<file path="src/rtl/mem_port_arbiter.sv">
// mem_port_arbiter: shares one single-port, fixed-latency memory between the
// fetch (IF) and data (MEM) pipeline stages. Each access is sequenced as
// grant -> one-cycle memEn -> fixed-latency wait -> one-cycle done pulse.
// Build macro ARB_PERF_CNT_EN adds saturating grant/conflict counters; when it
// is undefined the perf ports read zero and no counter logic exists.
module mem_port_arbiter #(
   parameter int MEM_LATENCY  = 2,
   parameter int STARVE_LIMIT = 4
) (
   input  logic        clock,
   input  logic        resetn,
   // fetch port
   input  logic        ifReq,
   input  logic [31:0] ifAddr,
   output logic [31:0] ifRdata,
   output logic        ifDone,
   // data port
   input  logic        dReq,
   input  logic        dWrite,
   input  logic [31:0] dAddr,
   input  logic [31:0] dWdata,
   input  logic [3:0]  dByteEn,
   output logic [31:0] dRdata,
   output logic        dDone,
   // memory port
   output logic        memEn,
   output logic        memWe,
   output logic [31:0] memAddr,
   output logic [31:0] memWdata,
   output logic [3:0]  memBe,
   input  logic [31:0] memRdata,
   // pipeline control
   output logic        stallIF,
   output logic        stallMEM,
   output logic        busy,
   // performance counters
   output logic [31:0] perfIfGrants,
   output logic [31:0] perfDGrants,
   output logic [31:0] perfConflicts
);

   // Latency counter only has to hold MEM_LATENCY-1; starve counter holds 0..STARVE_LIMIT.
   localparam int CNT_W = (MEM_LATENCY > 1) ? $clog2(MEM_LATENCY) : 1;
   localparam int STV_W = (STARVE_LIMIT > 0) ? $clog2(STARVE_LIMIT + 1) : 1;
   localparam logic [CNT_W-1:0] LAT_LOAD = CNT_W'(MEM_LATENCY - 1);
   localparam logic [STV_W-1:0] STV_MAX  = STV_W'(STARVE_LIMIT);

   typedef enum logic [1:0] {
      S_IDLE  = 2'd0,
      S_ISSUE = 2'd1,
      S_WAIT  = 2'd2,
      S_DONE  = 2'd3
   } state_t;

   typedef enum logic [1:0] {
      OWN_NONE = 2'd0,
      OWN_IF   = 2'd1,
      OWN_D    = 2'd2
   } owner_t;

   state_t            state_q, state_d;
   owner_t            owner_q, owner_d;
   logic              mem_we_q, mem_we_d;
   logic [31:0]       mem_addr_q, mem_addr_d;
   logic [31:0]       mem_wdata_q, mem_wdata_d;
   logic [3:0]        mem_be_q, mem_be_d;
   logic [31:0]       if_rdata_q, if_rdata_d;
   logic [31:0]       d_rdata_q, d_rdata_d;
   logic [CNT_W-1:0]  lat_cnt_q, lat_cnt_d;
   logic [STV_W-1:0]  starve_q, starve_d;

   logic              grant_if;
   logic              grant_d;
   logic              lat_zero;

   // Data (the older instruction) wins a conflict unless fetch has been starved
   // for STARVE_LIMIT consecutive data grants. Only meaningful in IDLE.
   assign grant_if = ifReq & (~dReq | (starve_q == STV_MAX));
   assign grant_d  = dReq & ~grant_if;
   assign lat_zero = (lat_cnt_q == '0);

   // State and datapath registers; reset also discards any in-flight access.
   always_ff @(posedge clock) begin
      if (!resetn) begin
         state_q     <= S_IDLE;
         owner_q     <= OWN_NONE;
         mem_we_q    <= 1'b0;
         mem_addr_q  <= 32'h0;
         mem_wdata_q <= 32'h0;
         mem_be_q    <= 4'h0;
         if_rdata_q  <= 32'h0;
         d_rdata_q   <= 32'h0;
         lat_cnt_q   <= '0;
         starve_q    <= '0;
      end else begin
         state_q     <= state_d;
         owner_q     <= owner_d;
         mem_we_q    <= mem_we_d;
         mem_addr_q  <= mem_addr_d;
         mem_wdata_q <= mem_wdata_d;
         mem_be_q    <= mem_be_d;
         if_rdata_q  <= if_rdata_d;
         d_rdata_q   <= d_rdata_d;
         lat_cnt_q   <= lat_cnt_d;
         starve_q    <= starve_d;
      end
   end

   // Next-state sequencing: IDLE -> ISSUE -> WAIT -> DONE -> IDLE.
   always_comb begin
      state_d = state_q;
      unique case (state_q)
         S_IDLE:  if (ifReq | dReq) state_d = S_ISSUE;
         S_ISSUE: state_d = S_WAIT;
         S_WAIT:  if (lat_zero) state_d = S_DONE;
         S_DONE:  state_d = S_IDLE;
         default: state_d = S_IDLE;
      endcase
   end

   // Datapath next values: latch the winner's command on the IDLE decision,
   // count down the latency in WAIT, and capture read data on its last cycle.
   always_comb begin
      owner_d     = owner_q;
      mem_we_d    = mem_we_q;
      mem_addr_d  = mem_addr_q;
      mem_wdata_d = mem_wdata_q;
      mem_be_d    = mem_be_q;
      if_rdata_d  = if_rdata_q;
      d_rdata_d   = d_rdata_q;
      lat_cnt_d   = lat_cnt_q;
      starve_d    = starve_q;
      unique case (state_q)
         S_IDLE: begin
            if (grant_if) begin
               owner_d     = OWN_IF;
               mem_we_d    = 1'b0;
               mem_addr_d  = ifAddr;
               mem_wdata_d = 32'h0;
               mem_be_d    = 4'hF;
               starve_d    = '0;
            end else if (grant_d) begin
               owner_d     = OWN_D;
               mem_we_d    = dWrite;
               mem_addr_d  = dAddr;
               mem_wdata_d = dWdata;
               mem_be_d    = dByteEn;
               // Only a grant that bypasses a waiting fetch counts as starvation.
               if (ifReq && (starve_q != STV_MAX)) starve_d = starve_q + STV_W'(1);
            end
         end
         S_ISSUE: begin
            lat_cnt_d = LAT_LOAD;
         end
         S_WAIT: begin
            if (lat_zero) begin
               // memRdata is valid in this cycle; stores leave dRdata untouched.
               if (owner_q == OWN_IF) begin
                  if_rdata_d = memRdata;
               end else if ((owner_q == OWN_D) && !mem_we_q) begin
                  d_rdata_d = memRdata;
               end
            end else begin
               lat_cnt_d = lat_cnt_q - CNT_W'(1);
            end
         end
         S_DONE: begin
            owner_d = OWN_NONE;
         end
         default: ;
      endcase
   end

   // Outputs decoded from the current state and owner.
   always_comb begin
      memEn  = (state_q == S_ISSUE);
      ifDone = (state_q == S_DONE) && (owner_q == OWN_IF);
      dDone  = (state_q == S_DONE) && (owner_q == OWN_D);
      busy   = (state_q != S_IDLE);
   end

   assign memWe    = mem_we_q;
   assign memAddr  = mem_addr_q;
   assign memWdata = mem_wdata_q;
   assign memBe    = mem_be_q;
   assign ifRdata  = if_rdata_q;
   assign dRdata   = d_rdata_q;

   // Stalls release combinationally in the Done cycle.
   assign stallIF  = ifReq & ~ifDone;
   assign stallMEM = dReq & ~dDone;

`ifdef ARB_PERF_CNT_EN
   logic [31:0] perf_if_q, perf_if_d;
   logic [31:0] perf_d_q, perf_d_d;
   logic [31:0] perf_cf_q, perf_cf_d;

   // Saturating counts of grants and of IDLE cycles where both stages request.
   always_comb begin
      perf_if_d = perf_if_q;
      perf_d_d  = perf_d_q;
      perf_cf_d = perf_cf_q;
      if (state_q == S_IDLE) begin
         if (grant_if && (perf_if_q != 32'hFFFF_FFFF)) perf_if_d = perf_if_q + 32'd1;
         if (grant_d && (perf_d_q != 32'hFFFF_FFFF))   perf_d_d  = perf_d_q + 32'd1;
         if (ifReq && dReq && (perf_cf_q != 32'hFFFF_FFFF)) perf_cf_d = perf_cf_q + 32'd1;
      end
   end

   // Performance counter registers, cleared by reset.
   always_ff @(posedge clock) begin
      if (!resetn) begin
         perf_if_q <= 32'h0;
         perf_d_q  <= 32'h0;
         perf_cf_q <= 32'h0;
      end else begin
         perf_if_q <= perf_if_d;
         perf_d_q  <= perf_d_d;
         perf_cf_q <= perf_cf_d;
      end
   end

   assign perfIfGrants  = perf_if_q;
   assign perfDGrants   = perf_d_q;
   assign perfConflicts = perf_cf_q;
`else
   assign perfIfGrants  = 32'h0;
   assign perfDGrants   = 32'h0;
   assign perfConflicts = 32'h0;
`endif

endmodule

</file>
<file path="config.mk">
export PLATFORM = sky130hd
export DESIGN_NAME = mem_port_arbiter
export DESIGN_NICKNAME = d
export VERILOG_FILES = /design/src/rtl/mem_port_arbiter.sv
export SDC_FILE = /design/constraint.sdc
export NUM_CORES = 1
export LEC_CHECK = 0
export CAP_MARGIN = 20
export CORE_UTILIZATION = 30
export DETAILED_ROUTE_END_ITERATION = 10
export GPL_TIMING_DRIVEN = 0
export PLACE_DENSITY = 0.66
export RECOVER_POWER = 50
export SETUP_SLACK_MARGIN = 0.4
export SYNTH_ARGS = -nofsm -noshare
export SYNTH_HDL_FRONTEND = slang
export SYNTH_SLANG_ARGS = --single-unit
</file>
<file path="constraint.sdc">
create_clock -name clock -period 2.01 [get_ports clock]
set_clock_uncertainty 0.2 [all_clocks]
set_input_delay 0.3015 -clock clock [delete_from_list [all_inputs] [get_ports clock]]
set_output_delay 0.3015 -clock clock [all_outputs]
set_load 0.05 [all_outputs]
</file>
After elaboration in Yosys (flattened, before gate mapping)
Cells that the tools add are included.
{ "totals": {"regBits": 141, "latchBits": 0, "ram_bits": 0, "rom_bits": 0, "in_bits": 137, "output_inout_bits": 235, "word_cells": 70, "mem_count": 0} }
{ "op_classes": {"add_sub_neg": 2, "multipliers": 0, "div_mod_pow": 0, "n_lt_le_gt_ge": 0, "n_eq_ne": 10, "shifts": 0, "mux": 19, "n_bitwise": 12, "reduce_logical": 17} }
{ "ops": {"columns": ["cell", "count"], "rows": [
  ["32-bit 2-to-1 mux", 4],
  ["2-bit nonzero test", 5],
  ["3-bit 2-to-1 mux", 3],
  ["2-bit 2-to-1 mux", 4],
  ["4-bit 2-to-1 mux", 2],
  ["2-bit one-hot mux with 4 select lines", 1],
  ["2-bit == test (second input constant)", 3],
  ["3-bit inequality test (second input constant)", 2],
  ["1-bit NOT", 6],
  ["2-bit AND reduction", 3],
  ["3-bit AND reduction", 2],
  ["1-bit AND", 4],
  ["2-bit by 1-bit == test with 1-bit output (second input constant)", 2],
  ["1-bit logical AND", 4],
  ["2-bit inequality test (second input constant)", 2],
  ["2-bit one-hot mux with 2 select lines", 1],
  ["4-bit AND reduction", 1],
  ["3-bit by 1-bit adder with 3-bit output (second input constant)", 1],
  ["3-bit == test (second input constant)", 1],
  ["1-bit 2-to-1 mux", 3],
  ["2-bit logical NOT", 1],
  ["1-bit OR", 2],
  ["1-bit one-hot mux with 2 select lines", 1],
  ["1-bit logical NOT", 1],
  ["1-bit subtractor (second input constant)", 1]
]} }

Logic depth before layout (Yosys ltp)
Gate-level depths: netlist (run 1).
{ "logic_depth": {"word_depth": 8, "ltp_mapped": 8, "mapped_depth_nobuf": 5} }

Worst setup path after synthesis (run 1)
OpenSTA, ideal clock, no wires.
{ "synth_path": {"path_type": "reg-to-output", "from": "register state_q[0]", "to": "output stallMEM", "t_arrival_ns": 1.657, "required_ns": 1.508, "path_slack_ns": -0.148, "path_stages_with_launch": 4, "path_buffers": 0, "cell_sequence": "dfxtp_1 > ha_1 > and3b_1 > nor2b_1"} }
{ "synth_via": {"elab_chain_len": 4} }
{ "synth_lines": {"columns": ["element", "line", "rtl"], "rows": [
  ["from (decl)", "61", "state_t state_q, state_d;"],
  ["from (signal assigned)", "96", "state_q <= state_d;"],
  ["2-bit == test", "178", "dDone = (state_q == S_DONE) && (owner_q == OWN_D);"],
  ["1-bit logical AND", "178", null],
  ["net dDone", "24", "output logic dDone,"],
  ["1-bit NOT", "191", "assign stallMEM = dReq & ~dDone;"],
  ["1-bit AND", "191", null],
  ["to (decl)", "34", "output logic stallMEM,"]
]} }
The timed path passes the listed nets, and every way through them passes these cells.

Final worst setup path (run 1)
{ "layout_path": {"from": "register state_q[1]", "to": "output stallMEM"} }
{ "layout_via": {"elab_chain_len": 4} }
{ "layout_lines": {"columns": ["element", "line"], "rows": [
  ["2-bit == test", "178"],
  ["1-bit logical AND", "178"],
  ["1-bit NOT", "191"],
  ["1-bit AND", "191"]
]} }
Every way passes these cells.

==> metrics.yaml, run 1 <==
status:
  status: "finished, final reports clean"
flow_run:
  drv_cap: 0
sta:
  slew_violations: 0
  holdWs_ns: 0.0851
  final-hold-violation-count: 0
  min_period_over_period: 0.964
  rsz0062_at_grt: "true"
  setup_ws_ns: 0.0718
  worst_pin_slew_ns: 0.750
  fmax_ghz: 0.516
  max_slew_margin: 0.500
  final.setup.tns_ns: 0
  finalSetupViolCount: 0
  post-route-min-period_ns: 1.94
setup_path:
  arrival_ns: 1.44
  r2r_start: "state_q[0]"
  r2r_cells: 7
  start_kind: "flop"
  critPathKind: "reg -> out"
  cp_max_fo: 4
  worst-endpoint-required_ns: 1.51
  r2r-end: "state_q[1]"
  r2r_setup_slack_ns: 0.18
  endpoint_kind: "output pin"
cells_and_area:
  final_area_um2: 10400
  drive_gt1_frac: 0.220
  final_nets: 1356
  diodes: 0
  syn_to_final_growth_pct: 61.8
hold_path:
  holdPathEnd: "starve_q[2]"
  hp-start: "dReq"
  holdPathStages: 4
  hold_path.class: "in -> reg"
floorplan:
  std_cell_rows: 53
  die_h_um: 148
  io_pins: 372
  die-area_um2: 22000
  core_um2: 21000
  start_util: 0.306
  die_x_um: 148
clock_tree:
  clock_latency_ns: 0.42
  ctsHoldBuffers: 0
  htreeDepth: 4
  numCtsBuffers: 17
  clockBufferDepth: 2
  cts_sinks: 141
  cts_root_buf: "clkbuf_16"
  clkTransAtPathRegs_ns: 0.06
  cts_tree: "yes"
power:
  p_leak_nw: 4.05
  power_mw: 12.2
  ir_drop_mv: 0.635
  powerDensity_nw_per_um2: 1170
route:
  routed_wl_um: 24100
  wire_per_inst_um: 16.1
  dr_total_vias: 6950
  first_iter_violations: 254
  remaining_drc_errors: 0
  ant_nets: 0
  viasPerCell: 4.63
  drtPass1Iterations: 5
placement:
  dp_hpwl_um: 17200
  port_buffers: 274
  gp_congestion: 0.842
  dp_slack_ns: -0.629
  place_area_um2: 9920
logic_synthesis:
  synth_enable_flop_cells: 0
  yosysSeqAreaShare: 0.439
  ys_warn_count: 0
  synth_cell_types: 36
  syn_area_per_cell_um2: 8.06
  syn_inst: 798
  netlist_area_um2: 6430
  async_reset_ff_frac: 0
  synth_ff_type: "dfxtp_1"
  synth.ff_latch_count: 141
grt:
  grt_max_degree: 17
  grt_antenna_before_repair: 0
  grt_pass1_wl_um: 35100
  first_global_vias: 6192
  overflow: 0
  track_usage: 0.205
final cells by class:
class                           count  area (um2)
Buffer                            170        1250
Clock buffer                       19         443
Clock inverter                     12         138
Fill cell                        2155       10600
Inverter                            8        33.8
Multi-Input combinational cell    574        3160
Sequential cell                   141        2830
Tap cell                          275         344
Timing Repair Buffer              301        2210
synth_stat cells, drive strengths merged (2+ instances only):
cell type / number / area share
clkbuf: 40 / 0.023
a31oi: 32 / 0.031
o211ai: 33 / 0.039
ha: 6 / 0.012
nand2: 102 / 0.060
and3b: 2 / 0.0027
a21oi: 139 / 0.11
buf: 130 / 0.14
nand4bb: 2 / 0.0035
nand3: 32 / 0.025
or3: 2 / 0.0019
nor3b: 2 / 0.0023
o21ai: 106 / 0.083
dfxtp: 141 / 0.44
nor2: 7 / 0.0041
inv: 8 / 0.0047
cells in the final DEF (no fill, tap or decap), types with 5 or more instances in the layout:
master,n
a21oi_1,130
a21oi_2,9
a31oi_1,28
buf_4,121
buf_6,33
buf_8,6
clkbuf_1,157
clkbuf_16,18
clkbuf_2,7
clkdlybuf4s50_1,134
conb_1,96
dfxtp_1,135
dfxtp_2,5
nand2_1,102
nand3_1,26
nand3_2,6
nor2_1,6
o211ai_1,33
o21ai_0,72
o21ai_1,15
o21ai_2,18
state kept, by name (all words and copies together) (netlist names):
name and count:
dRdata 32, ifRdata 32, lat_cnt_q 1, memAddr 32, memBe 4, memWdata 32
memWe 1, owner_q 2, starve_q 3, state_q 2
how the worst max path moves through the flow:
stage                     startpoint         end  slack [ns]  cells past startpoint
after detailed placement       ifReq     stallIF       -0.63                      5
final                     state_q[1]    stallMEM        0.07                      4
after floorplan           state_q[1]  owner_q[0]        0.23                      6
after CTS                 state_q[1]    stallMEM        0.05                      4
after global routing          resetn   dRdata[8]       0.001                      5
after global placement         ifReq     stallIF       -0.63                      5
through the flow:
step | util | std cells
floorplan | - | 893
global placement | 0.472 | 1442
detailed placement | 0.472 | 1442
CTS | 0.477 | 1483
global route | 0.495 | 1500
finish | 0.495 | 1500
worst max-delay path: stages, from the launching register on:
cell,delay [ns]
dfxtp_4,0.36
ha_4,0.16
and3b_2,0.22
nor2b_4,0.12
buf_8,0.15
power by group:
group | switching (mW) | leakage (nW) | internal, mW
clock network | 1.30 | 0.280 | 1.86
registers | 0.284 | 1.15 | 3.27
logic | 3.75 | 2.61 | 1.72
repair_timing:
item | CTS | global route
gates cloned | 1 | 7
endpoints found under the hold margin | 0 | 0
gates resized for setup | 738 | 179
pin swaps | 4 | 25
buffers inserted | 9 | 10
setup endpoints to repair | 277 | 148
per-layer routing:
layer	wire length [um]	GRT usage	vias up
li1	-	-	3437
met5	0	0	-
met1	10500	0.271	3191
met4	461	0.0639	0
met3	1570	0.0433	33
met2	11600	0.332	289
kinds of logic (layout without fill, tap and decap cells):
kind of cell / Yosys count / after routing / synth area share
AO/OA/AOI/OAI: 316 / 316 / 0.270
other: 1 / 96 / 0.000583
buffers and inverters: 178 / 510 / 0.172
AND/OR/NAND/NOR: 156 / 156 / 0.108
flip-flops: 141 / 141 / 0.439
adder cells (fa/ha/maj): 6 / 6 / 0.0117
(Power assumes the default switching activity.)
==> run 2, diff against run 1 <==
--- a/config.mk
+++ b/config.mk
@@ -12,6 +12,7 @@
 export PLACE_DENSITY = 0.66
 export RECOVER_POWER = 50
 export SETUP_SLACK_MARGIN = 0.4
+export SLEW_MARGIN = 5
 export SYNTH_ARGS = -nofsm -noshare
 export SYNTH_HDL_FRONTEND = slang
 export SYNTH_SLANG_ARGS = --single-unit
==> results of run 2 <==
Final layout, timing and power as in run 1 (identical DEF).
==> run 3, diff against run 2 <==
--- a/config.mk
+++ b/config.mk
@@ -11,7 +11,7 @@
 export GPL_TIMING_DRIVEN = 0
 export PLACE_DENSITY = 0.66
 export RECOVER_POWER = 50
-export SETUP_SLACK_MARGIN = 0.4
+export SETUP_SLACK_MARGIN = 0.5
 export SLEW_MARGIN = 5
 export SYNTH_ARGS = -nofsm -noshare
 export SYNTH_HDL_FRONTEND = slang
==> metrics.yaml, run 3 (same netlist as run 1, synthesis figures left out) <==
power:
  seqPwrFrac: 0.278  # -0.014
  switching_share: 0.427  # -0.0108
  power_mw: 12.8  # +5.3%
  powerDensity_nw_per_um2: 1220  # +4.2%
  power_frac_clock: 0.264  # +0.005
  switchingPower_mw: 5.48  # +2.7%
  ir_drop_mv: 0.770  # +21%
  p_leak_nw: 4.12  # +1.9%
  combPwrFrac: 0.458  # +0.009
  p_int_mw: 7.36  # +7.3%
route:
  viasPerCell: 4.62  # -0.20%
  drtPass1Iterations: 4  # -1
  remaining_drc_errors: 0  # unchanged
  routed_wl_um: 23900  # -0.76%
  wire_per_inst_um: 16.0  # -0.76%
  first_iter_violations: 330  # +30%
  dr_total_vias: 6936  # -0.20%
  ant_nets: 0  # unchanged
sta:
  slew_violations: 0  # unchanged
  post-route-min-period_ns: 1.93  # -0.00812 ns
  finalSetupViolCount: 0  # unchanged
  worst_pin_slew_ns: 0.686  # -0.0642 ns
  min_period_over_period: 0.960  # -0.00404
  final-hold-violation-count: 0  # unchanged
  max_slew_margin: 0.544  # +0.0447
  final.setup.tns_ns: 0  # unchanged
  rsz0062_at_grt: "true"
  fmax_ghz: 0.518  # +0.42%
setup_path:
  cp-startpoint: "state_q[0]"
  critPathKind: "reg -> out"
  worst-endpoint-required_ns: 1.51  # about the same
  crit_path_top_delay_cell: "dfxtp_4"
  r2r_setup_slack_ns: 0.15  # -0.03 ns
  arrival_ns: 1.43  # about the same
  endpoint: "stallMEM"
  start_kind: "flop"
  cp_max_fo: 3  # -1
  endpoint_kind: "output pin"
  path_cells: "ha_4 > and3b_2 > nor2b_4 > buf_6"
  r2r_cells: 8  # +1
  r2r-end: "memAddr[21]"
  r2r_start: "starve_q[0]"
  slowest_delay_ns: 0.36  # about the same
grt:
  grt_pass1_wl_um: 34200  # -2.4%
  gr-usage-met3: 0.0377  # -0.00552
  met1_usage: 0.258  # -0.0125
  overflow: 0  # unchanged
  grt_antenna_before_repair: 0  # unchanged
  grt_max_degree: 17  # unchanged
  grt_busiest_layer: "met2"
  grt_util_met2: 0.329  # -0.00374
  first_global_vias: 6127  # -1.0%
  track_usage: 0.201  # -0.00427
cells_and_area:
  final_common_cell: "clkbuf_1"
  fin_util: 0.500  # +0.00506
  final_nets: 1355  # -0.074%
  drive_gt1_frac: 0.214  # -0.00571
  diodes: 0  # unchanged
  syn_to_final_growth_pct: 63.5
  final_cell_mix: "154 x clkbuf_1, 137 x a21oi_1, 134 x dfxtp_1, 134 x clkdlybuf4s50_1, 124 x buf_4"
floorplan:
  std_cell_rows: 53  # unchanged
  core_um2: 21000  # unchanged
  die-area_um2: 22000  # unchanged
  die_x_um: 148  # unchanged
  die_h_um: 148  # unchanged
  io_pins: 372  # unchanged
  start_util: 0.306  # unchanged
clock_tree:
  cts_root_buf: "clkbuf_16"
  numCtsBuffers: 17  # unchanged
  htreeDepth: 4  # unchanged
  clkTransAtPathRegs_ns: 0.06  # about the same
  clock_latency_ns: 0.42  # about the same
  cts_tree: "yes"
  ctsHoldBuffers: 0  # unchanged
  cts_sinks: 141  # unchanged
  clockBufferDepth: 2  # unchanged
placement:
  gp_congestion: 0.853  # +1.2%
  dp_hpwl_um: 17300  # +0.61%
  port_buffers: 274  # unchanged
flow_run:
  drv_cap: 0  # unchanged
status:
  status: "finished, final reports clean"
hold_path:
  hold_path.class: "in -> reg"
-- run 3: repair_timing --
action	in CTS	in global routing
gates cloned	0	7
hold endpoints to repair	0	0
pin swaps	1	11
setup endpoints to repair	279	176
resized for setup	868	147
setup buffers	1	18
-- run 3: power by group through the flow --
stage                     sequential (mW)  combinational, mW  clock [mW]
final                                3.57               5.88        3.39
after global routing                 3.63               6.22        3.57
after CTS                            3.56               5.28        3.44
after detailed placement             3.59               5.32           0
after global placement               3.57               5.31           0
after floorplan                      4.98               2.18           0
-- run 3: layer usage --
layer / routed length, um / share of wire
met1: 10500 / 0.44
met2: 11500 / 0.48
met3: 1380 / 0.058
met4: 623 / 0.026
met5: 0 / 0
-- run 3: worst min-delay path by stage --
stage	start	cells after the start	slack, ns	endpoint
floorplan	memRdata[10]	2	0.24	ifRdata[10]
global placement	ifRdata[1]	2	0.24	ifRdata[1]
detailed placement	memWdata[1]	2	0.25	memWdata[1]
CTS	dReq	4	0.07	starve_q[2]
global route	dReq	4	0.12	starve_q[2]
finish	dReq	4	0.09	starve_q[2]
-- run 3: layout make-up --
class	count	area (um2)
Timing Repair Buffer	300	2270
Clock inverter	13	176
Sequential cell	141	2840
Tap cell	275	344
Buffer	170	1280
Multi-Input combinational cell	574	3120
Inverter	8	33.8
Clock buffer	19	453
Fill cell	2127	10500
-- run 3: through the flow --
step	cells	hold WS, ns	instance area, um2	setup slack [ns]
floorplan	893	0.237	6880	0.234
global placement	1442	0.241	9970	-0.609
detailed placement	1442	0.245	9970	-0.620
CTS	1475	0.0660	10400	0.0555
global route	1500	0.118	10500	0.0296
finish	1500	0.0923	10500	0.0799
-- run 3: worst max-delay path: cells and delay by family, from the launching register on --
family        cells  cell delay [ns]
buf+inv           1             0.16
fa+ha+maj         1             0.16
flops             1             0.36
simple gates      2             0.33
